--- src/rtl/pipe_pkg.sv ---
// rtl/pipe_pkg.sv - shared constants and types for the miniRV pipeline sequencer
package pipe_pkg;

    localparam int NREG      = 32;
    localparam int REG_IDX_W = 5;

    localparam logic [REG_IDX_W-1:0] X0_IDX = '0;

    typedef enum logic [1:0] {
        RUN      = 2'd0,
        STALL    = 2'd1,
        REDIRECT = 2'd2
    } pipe_state_e;

endpackage

--- src/rtl/pend_sb.sv ---
// rtl/pend_sb.sv - per-register pending-write counters with nonzero/full flags
module pend_sb
    import pipe_pkg::*;
#(
    parameter int NREG_P = pipe_pkg::NREG,
    parameter int CNT_W  = 2
) (
    input  logic                 clk,
    input  logic                 rst,
    input  logic                 inc,
    input  logic [REG_IDX_W-1:0] inc_idx,
    input  logic                 dec,
    input  logic [REG_IDX_W-1:0] dec_idx,
    output logic [NREG_P-1:0]    nonzero,
    output logic [NREG_P-1:0]    full,
    output logic                 busy
);

    localparam logic [CNT_W-1:0] CNT_MAX = '1;

    logic [CNT_W-1:0] cnt [NREG_P];
    logic [CNT_W-1:0] nxt [NREG_P];
    logic             up;
    logic             dn;
    logic             any_next;

    // Coincident inc/dec on one register cancel; x0 never counts.
    always_comb begin
        any_next = 1'b0;
        up       = 1'b0;
        dn       = 1'b0;
        for (int r = 0; r < NREG_P; r++) begin
            nxt[r] = cnt[r];
            up = inc && (inc_idx == REG_IDX_W'(r));
            dn = dec && (dec_idx == REG_IDX_W'(r));
            if (r == 0)
                nxt[r] = '0;
            else if (up && !dn && cnt[r] != CNT_MAX)
                nxt[r] = cnt[r] + 1'b1;
            else if (dn && !up && cnt[r] != '0)
                nxt[r] = cnt[r] - 1'b1;
            any_next = any_next | (nxt[r] != '0);
        end
    end

    always_comb begin
        for (int r = 0; r < NREG_P; r++) begin
            nonzero[r] = (cnt[r] != '0);
            full[r]    = (cnt[r] == CNT_MAX);
        end
    end

    always_ff @(posedge clk) begin
        if (rst) begin
            for (int r = 0; r < NREG_P; r++)
                cnt[r] <= '0;
            busy <= 1'b0;
        end else begin
            if (dec && dec_idx != X0_IDX)
                assert (cnt[dec_idx] != '0)
                else $warning("pend_sb: writeback to idle register x%0d ignored", dec_idx);
            for (int r = 0; r < NREG_P; r++)
                cnt[r] <= nxt[r];
            busy <= any_next;
        end
    end

endmodule

--- src/rtl/pipe_ctrl.sv ---
// rtl/pipe_ctrl.sv - scoreboard-based issue/stall/flush sequencer for the 5-stage core
module pipe_ctrl
    import pipe_pkg::*;
#(
    parameter int NREG         = pipe_pkg::NREG,
    parameter int CNT_W        = 2,
    parameter int REDIRECT_LAT = 1,
    parameter int PERF_W       = 32
) (
    input  logic                 clk,
    input  logic                 rst,
    input  logic                 id_valid,
    input  logic [REG_IDX_W-1:0] id_rs1,
    input  logic [REG_IDX_W-1:0] id_rs2,
    input  logic                 id_rs1_used,
    input  logic                 id_rs2_used,
    input  logic [REG_IDX_W-1:0] id_rd,
    input  logic                 id_we,
    input  logic                 wb_valid,
    input  logic [REG_IDX_W-1:0] wb_rd,
    input  logic                 wb_we,
    input  logic                 br_taken,
    output logic                 issue,
    output logic                 stall_if,
    output logic                 stall_id,
    output logic                 flush_if,
    output logic                 flush_id,
    output logic                 busy,
    output logic [PERF_W-1:0]    stall_cnt
);

    localparam logic [2:0] RLAT = 3'(REDIRECT_LAT);

    logic [NREG-1:0] nonzero;
    logic [NREG-1:0] full;
    logic [2:0]      redir;
    pipe_state_e     state;
    pipe_state_e     state_next;
    logic            src_hit;
    logic            waw_full;
    logic            hazard;
    logic            sb_inc;
    logic            sb_dec;

    assign src_hit  = (id_rs1_used && id_rs1 != X0_IDX && nonzero[id_rs1]) ||
                      (id_rs2_used && id_rs2 != X0_IDX && nonzero[id_rs2]);
    assign waw_full = id_we && id_rd != X0_IDX && full[id_rd];
    assign hazard   = id_valid && (src_hit || waw_full);

    // Branch redirect beats everything; a pending redirect still lets ID stall or issue.
    always_comb begin
        issue      = 1'b0;
        stall_if   = 1'b0;
        stall_id   = 1'b0;
        flush_if   = 1'b0;
        flush_id   = 1'b0;
        state_next = RUN;
        if (!rst) begin
            if (br_taken) begin
                flush_if   = 1'b1;
                flush_id   = 1'b1;
                state_next = REDIRECT;
            end else begin
                if (redir != '0) begin
                    flush_if   = 1'b1;
                    state_next = REDIRECT;
                end else if (hazard) begin
                    state_next = STALL;
                end
                if (hazard) begin
                    stall_if = 1'b1;
                    stall_id = 1'b1;
                end else begin
                    issue = id_valid;
                end
            end
        end
    end

    assign sb_inc = issue && id_we && id_rd != X0_IDX;
    assign sb_dec = wb_valid && wb_we && wb_rd != X0_IDX;

    pend_sb #(
        .NREG_P (NREG),
        .CNT_W  (CNT_W)
    ) u_pend_sb (
        .clk     (clk),
        .rst     (rst),
        .inc     (sb_inc),
        .inc_idx (id_rd),
        .dec     (sb_dec),
        .dec_idx (wb_rd),
        .nonzero (nonzero),
        .full    (full),
        .busy    (busy)
    );

    always_ff @(posedge clk) begin
        if (rst) begin
            redir     <= '0;
            stall_cnt <= '0;
            state     <= RUN;
        end else begin
            assert (state != STALL || stall_cnt != '0)
            else $error("pipe_ctrl: STALL state with zero stall count");
            if (br_taken)
                redir <= RLAT;
            else if (redir != '0)
                redir <= redir - 1'b1;
            if (stall_id && stall_cnt != '1)
                stall_cnt <= stall_cnt + 1'b1;
            state <= state_next;
        end
    end

endmodule

--- config.mk ---
export PLATFORM = sky130hd
export DESIGN_NAME = pipe_ctrl
export DESIGN_NICKNAME = d
export VERILOG_FILES = /design/src/rtl/pipe_pkg.sv /design/src/rtl/pend_sb.sv /design/src/rtl/pipe_ctrl.sv
export SDC_FILE = /design/constraint.sdc
export NUM_CORES = 1
export LEC_CHECK = 0
export CAP_MARGIN = 20
export CORE_MARGIN = 2
export CORE_UTILIZATION = 45
export CTS_CLUSTER_DIAMETER = 120
export DETAILED_ROUTE_END_ITERATION = 12
export GPL_TIMING_DRIVEN = 0
export PLACE_DENSITY = 0.65
export SYNTH_ARGS = -nofsm -noshare
export SYNTH_HDL_FRONTEND = slang
export SYNTH_SLANG_ARGS = --single-unit
--- constraint.sdc ---
create_clock -name clk -period 7.5 [get_ports clk]
set_input_delay 0.75 -clock clk [delete_from_list [all_inputs] [get_ports clk]]
set_output_delay 0.75 -clock clk [all_outputs]
set_load 0.01 [all_outputs]
Yosys cells after proc, flatten, opt, wreduce, memory -nomap -nowiden:

Memories as Yosys holds them, arrays and structs flattened.
Cells that the tools add are included.

* output and inout port bits: 38
* RAM bits: 64
* register bits after elaboration: 36
* memories: 1

* reductions and logical operators: 332
* $lt $le $gt $ge: 3
* bitwise gates (word level): 62
* equal/unequal tests: 126
* muxes and demuxes: 116
* add/sub/neg operators: 64

Memories
* u_pend_sb.cnt: words 32, width 2, read ports 32, clocked after memory_dff 0, write ports 32, line pend_sb.sv:21 `logic [CNT_W-1:0] cnt [NREG_P];`

Operators with widths (number)
* $logic_and 1x1->1: 198
* $mux 2: 94
* $eq 5x5->1 const B: 32
* $reduce_bool 2->1: 64
* $eq 5x4->1 const B: 16
* $eq 2x2->1 const B: 32
* $add 2x1->2 const B: 31
* $logic_not 1->1: 62
* $ne 2x2->1 const B: 31
* $or 1x1->1: 62
* $sub 2x1->2 const B: 31
* $eq 5x3->1 const B: 8
* $add 32x1->32 const B: 1
* $ne 32x32->1 const B: 1
* $eq 5x2->1 const B: 4
* $reduce_bool 5->1: 4
* $mux 1: 19
* $lt 5x6->1 const B: 3
* $bmux 1 s5: 3
* $eq 5x1->1 const B: 2
* $reduce_bool 3->1: 1
* $sub 3x1->3 const B: 1
* $logic_or 1x1->1: 2
* $reduce_or 2->1: 1

Longest topological paths before layout:

An unclocked memory read counts as a cell.

* depth after elaboration: 50
* depth in mapped cells: 16

Cells and area by module:

Synthesis repeated with hierarchy kept, for this count alone.

* cell total of the unflattened synthesis: 1053
* area total of the unflattened synthesis: 8546.9 sq um

Modules (own cells, without submodules)
* pend_sb: area an instance 5733.0 sq um, cells an instance 739, times used 1, sequential area each 1261.2 sq um
* pipe_ctrl: area an instance 2813.9 sq um, cells an instance 314, times used 1, sequential area each 700.7 sq um

Least setup slack after synthesis:

OpenSTA, ideal clock, no wires.

* path type: input-to-reg
* from: input id_rd[0]
* to: register u_pend_sb.busy
* cell stages on the path: 11
* data arrival time: 3794 ps
* slack: 3568 ps
* buffers on the path: 1
* setup time: 139 ps
* cell sequence: buf_6 mux2_4 o2bb2ai_1 o31a_1 o41a_4 nor4_1 mux2i_1 a22oi_1 or4b_1 nor4_1 a41oi_1

* word-level cells in the longest chain between the ends: 47
* elaborated cells on any way between the ends: 352

Ends and longest elaborated chain
* from (decl): line pipe_ctrl.sv:17 `input logic [REG_IDX_W-1:0] id_rd,`
* $bmux 1 s5 / $reduce_bool 5->1 (equally long branches): line pipe_ctrl.sv:47, pipe_ctrl.sv:80
* $mux 1 (implied by the code) / $logic_and 1x1->1 (equally long branches): line pipe_ctrl.sv:47 `assign waw_full = id_we && id_rd != X0_IDX && full[id_rd];`
* $logic_and 1x1->1: line pipe_ctrl.sv:47
* $logic_or 1x1->1: line pipe_ctrl.sv:48 `assign hazard = id_valid && (src_hit || waw_full);`
* $logic_and 1x1->1: line pipe_ctrl.sv:48
* $mux 1: line pipe_ctrl.sv:70 `if (hazard) begin`
* $mux 1: line pipe_ctrl.sv:59 `if (br_taken) begin`
* $mux 1: line pipe_ctrl.sv:58 `if (!rst) begin`
* $logic_and 1x1->1 (2 in series): line pipe_ctrl.sv:80 `assign sb_inc = issue && id_we && id_rd != X0_IDX;`
* $logic_and 1x1->1: line pend_sb.sv:34 `up = inc && (inc_idx == REG_IDX_W'(r));`
* $logic_not 1->1: line pend_sb.sv:40 `else if (dn && !up && cnt[r] != '0)`
* $logic_and 1x1->1 (2 in series): line pend_sb.sv:40
* $mux 2: line pend_sb.sv:40
* $mux 2: line pend_sb.sv:38 `else if (up && !dn && cnt[r] != CNT_MAX)`
* $reduce_bool 2->1: line pend_sb.sv:42 `any_next = any_next | (nxt[r] != '0);`
* $or 1x1->1 (29 in series): line pend_sb.sv:42
* $or 1x1->1 *: line pend_sb.sv:42
* to (signal assigned): line pend_sb.sv:64 `busy <= any_next;`
* to (decl): line pend_sb.sv:16 `output logic busy`

Every way passes the cells marked *; elsewhere a longest branch is shown, timed or not. The select of a mux whose other input is x is not followed.
A chain may end at the register's enable or synchronous reset.

Worst setup path in the final report:

* from: input id_rs2[1]
* to: register u_pend_sb.busy

* word-level cells in the longest chain between the ends: 48
* elaborated cells on any way between the ends: 322

Ends and longest elaborated chain
* from (decl): line pipe_ctrl.sv:14 `input logic [REG_IDX_W-1:0] id_rs2,`
* $bmux 1 s5 / $reduce_bool 5->1 (equally long branches): line pipe_ctrl.sv:46 `(id_rs2_used && id_rs2 != X0_IDX && nonzero[id_rs2]);`
* $mux 1 (implied by the code) / $logic_and 1x1->1 (equally long branches): line pipe_ctrl.sv:46
* $logic_and 1x1->1 *: line pipe_ctrl.sv:46
* $logic_or 1x1->1 *: line pipe_ctrl.sv:45 `assign src_hit = (id_rs1_used && id_rs1 != X0_IDX && nonzero[id_rs1]) ||`
* $logic_or 1x1->1 *: line pipe_ctrl.sv:48
* $logic_and 1x1->1 *: line pipe_ctrl.sv:48
* $mux 1 *: line pipe_ctrl.sv:70
* $mux 1 *: line pipe_ctrl.sv:59
* [... 3 more ...]
* $logic_and 1x1->1: line pend_sb.sv:34
* $logic_not 1->1: line pend_sb.sv:40
* $logic_and 1x1->1 (2 in series): line pend_sb.sv:40
* $mux 2: line pend_sb.sv:40
* $mux 2: line pend_sb.sv:38
* $reduce_bool 2->1: line pend_sb.sv:42
* $or 1x1->1 (29 in series): line pend_sb.sv:42
* $or 1x1->1 *: line pend_sb.sv:42

Marked as above.

==> impl_metrics.tcl <==
set metrics [dict create \
    status "finished clean" \
    yosys_warnings 0 \
    ios 67 \
    initial_utilization_pct 45.5 \
    yosysMostFrequentCell "nor2_1" \
    ys_types 82 \
    cts_tree "done" \
    finalClockSkew_ps 14.4 \
    synth-seq-cells 98 \
    crit_path_max_fanout 10 \
    irDropWorstVdd_v 0.000103 \
    ant_nets 0 \
    rows 49 \
    totalNegativeSetupSlack_ps 0 \
    drive_gt1_share_pct 6.48 \
    grt_busiest_layer "met2" \
    fin_total_pwr_w 0.00120 \
    wl_per_cell_um 21.7 \
    tightest_slew_ps 1230 \
    clkSlewWorstSetupHoldPaths_ps 70 \
    drt-initial-drc-count 792 \
    slew_viol_final 0 \
    power.leakage_nw 3.39 \
    cts_resized 0 \
    crit_path_end_kind "flop" \
    synth_area_um2 8090 \
    grt_max_degree 20 \
    fin_crit_ps 5410 \
    ys_seq_area_share_pct 24.3 \
    viasPerCell 6.12 \
    maxCapViolCount 0 \
    holdWs_ps 495 \
    timing.final.crit_share_pct 72.2 \
    synth_common_cells "nor2_1, dfxtp_1, nand2_1" \
    antenna_found_initial 0 \
    gp_congestion 1.04 \
    setup_violations 0 \
    synth_area_leader_cell "dfxtp_1" \
    placed_area_um2 8940 \
    drt_first_pass_iters 6 \
    cts_buffers 9 \
    die_area_um2 19100 \
    syn2layout_area_growth_pct 14.3 \
    drc 0 \
    post_cts_buffers 0 \
    cp.required_ps 7700 \
    portBuffers 57 \
    cts_root_buffer "clkbuf_16" \
    vias 8195 \
    n_fill_cell 1729 \
    netlist_instances 1038 \
    hp-class "reg2reg" \
    grt_use_met3_pct 6.37 \
    hold_buffers 0 \
    antenna_cells 0 \
    grt_use_total_pct 30.0 \
    hpwl_um 22900 \
    grt_pass1_vias 7684 \
    syn_avg_cell_area_um2 7.79 \
    grt_util_met1_pct 40.7 \
    routed_wl_um 29100 \
    core_um2 17800 \
    async_flop_share_pct 0 \
    clk_path_buf_depth 2 \
    arrival_ps 5610 \
    grt_setup_unrepaired "no" \
    fin_nets 1200 \
    fin_util_pct 52.0 \
    grt-ovfl-total 0 \
    synth_ff_type "dfxtp_1" \
    synth_top_area_share_pct 24.3 \
    design_area_um2 9240 \
    worstSetupPathType "in2reg" \
    htree_levels 3 \
    p_per_area_nw_per_um2 130 \
    syn-num-nets 1132 \
    finalHoldViolations 0 \
    die_height_um 138 \
    cts_sinks 98 \
    clock_latency_ps 370 \
    fmax_ghz 0.185 \
    die_w_um 138 \
    synthTopCellsByArea "dfxtp_1, ha_1, nor2_1, mux2i_1, nand2_1" \
    relSlewSlack_pct 17.5 \
    synth_enable_flop_cells 0 \
    grt_pass1_wl_um 44500 \
    crit_path_start_kind "primary input" \
    use_met2_pct 45.7 \
]
[final timing paths]
kind | startpoint | endpoint | slack, ps | cells past startpoint
hold reg to reg | u_pend_sb.cnt[0][41]$_SDFF_PP0_ | u_pend_sb.cnt[0][41]$_SDFF_PP0_ | 500 | 2
hold / removal | u_pend_sb.cnt[0][41]$_SDFF_PP0_ | u_pend_sb.cnt[0][41]$_SDFF_PP0_ | 500 | 2
setup / recovery | id_rs2[1] | u_pend_sb.busy$_SDFF_PP0_ | 2090 | 15
setup reg to reg | u_pend_sb.cnt[0][36]$_SDFF_PP0_ | u_pend_sb.busy$_SDFF_PP0_ | 2520 | 15
[logic make-up after synthesis]
family	Yosys count	synth area share (%)
buffers and inverters	120	6.10
XOR/XNOR	51	5.52
AO/OA/AOI/OAI	179	15.9
adder cells (fa/ha/maj)	65	10.1
AND/OR/NAND/NOR	468	29.1
multiplexers	57	9.05
flip-flops	98	24.3
[flip-flops by register name, indices dropped and copies added, names as in the netlist]
signal and count:
u_pend_sb.busy 1, redir 3, stall_cnt 32, u_pend_sb.cnt 62
[per-stage QoR]
step / instances / worst slack (ps)
after floorplan: 1038 / 3570
after global placement: 1324 / 1790
after detailed placement: 1324 / 1790
after CTS: 1340 / 2170
after global routing: 1340 / 1930
final: 1340 / 2090
[per-layer routing]
metal	wire [µm]	vias to the layer above
met4	1410	0
met1	12500	3849
met5	0	-
li1	-	3858
met3	2770	92
met2	12400	396
[layout make-up]
type / count / area [µm²] / share of cell area (%)
inverters: 74 / 278 / 3.01
well taps: 229 / 287 / 3.10
multi-input cells: 820 / 5630 / 60.9
flip-flops and latches: 98 / 1960 / 21.2
clock buffers: 9 / 225 / 2.44
plain buffers: 46 / 215 / 2.33
repair buffers: 57 / 571 / 6.17
clock inverters: 7 / 72.6 / 0.785
[cell usage in the layout (no fill, tap or decap), drive strengths merged, types with 4 or more instances in the layout]
cell type,n
clkbuf,35
and3,15
mux2i,33
nand2,85
a21oi,43
a22oi,6
o2bb2ai,5
nand3,36
nor4b,4
and4,6
nor2,146
nand3b,4
dfxtp,98
and2,21
or3,13
nor4,19
o21ai,26
a211oi,17
mux2,13
a2111oi,5
a31oi,8
inv,77
nor3b,8
a311oi,8
mux4,11
o31ai,4
ha,65
nor2b,15
o21a,5
buf,20
nand2b,16
clkdlybuf4s50,57
nor3,44
nand4,25
xnor2,30
or4,6
xor2,21
[worst max-delay path, cell delays in order]
cell,delay (ps)
clkdlybuf4s50_1,550
buf_2,280
mux4_2,520
nand2b_1,150
a22oi_1,240
o221ai_1,540
nand4_1,350
buf_4,250
buf_2,320
o21ai_0,130
o41a_1,140
xnor2_1,180
a2111oi_0,690
nor4b_1,330
a41oi_1,190
[power breakdown]
| group | internal (W) | switching (W) | total (W) |
|---|---|---|---|
| clock | 0.000235 | 0.000242 | 0.000477 |
| sequential | 0.000527 | 0.00000547 | 0.000533 |
| combinational | 0.0000672 | 0.000121 | 0.000189 |
| total | 0.000830 | 0.000368 | 0.00120 |
Power figures use the tool's default switching activity.
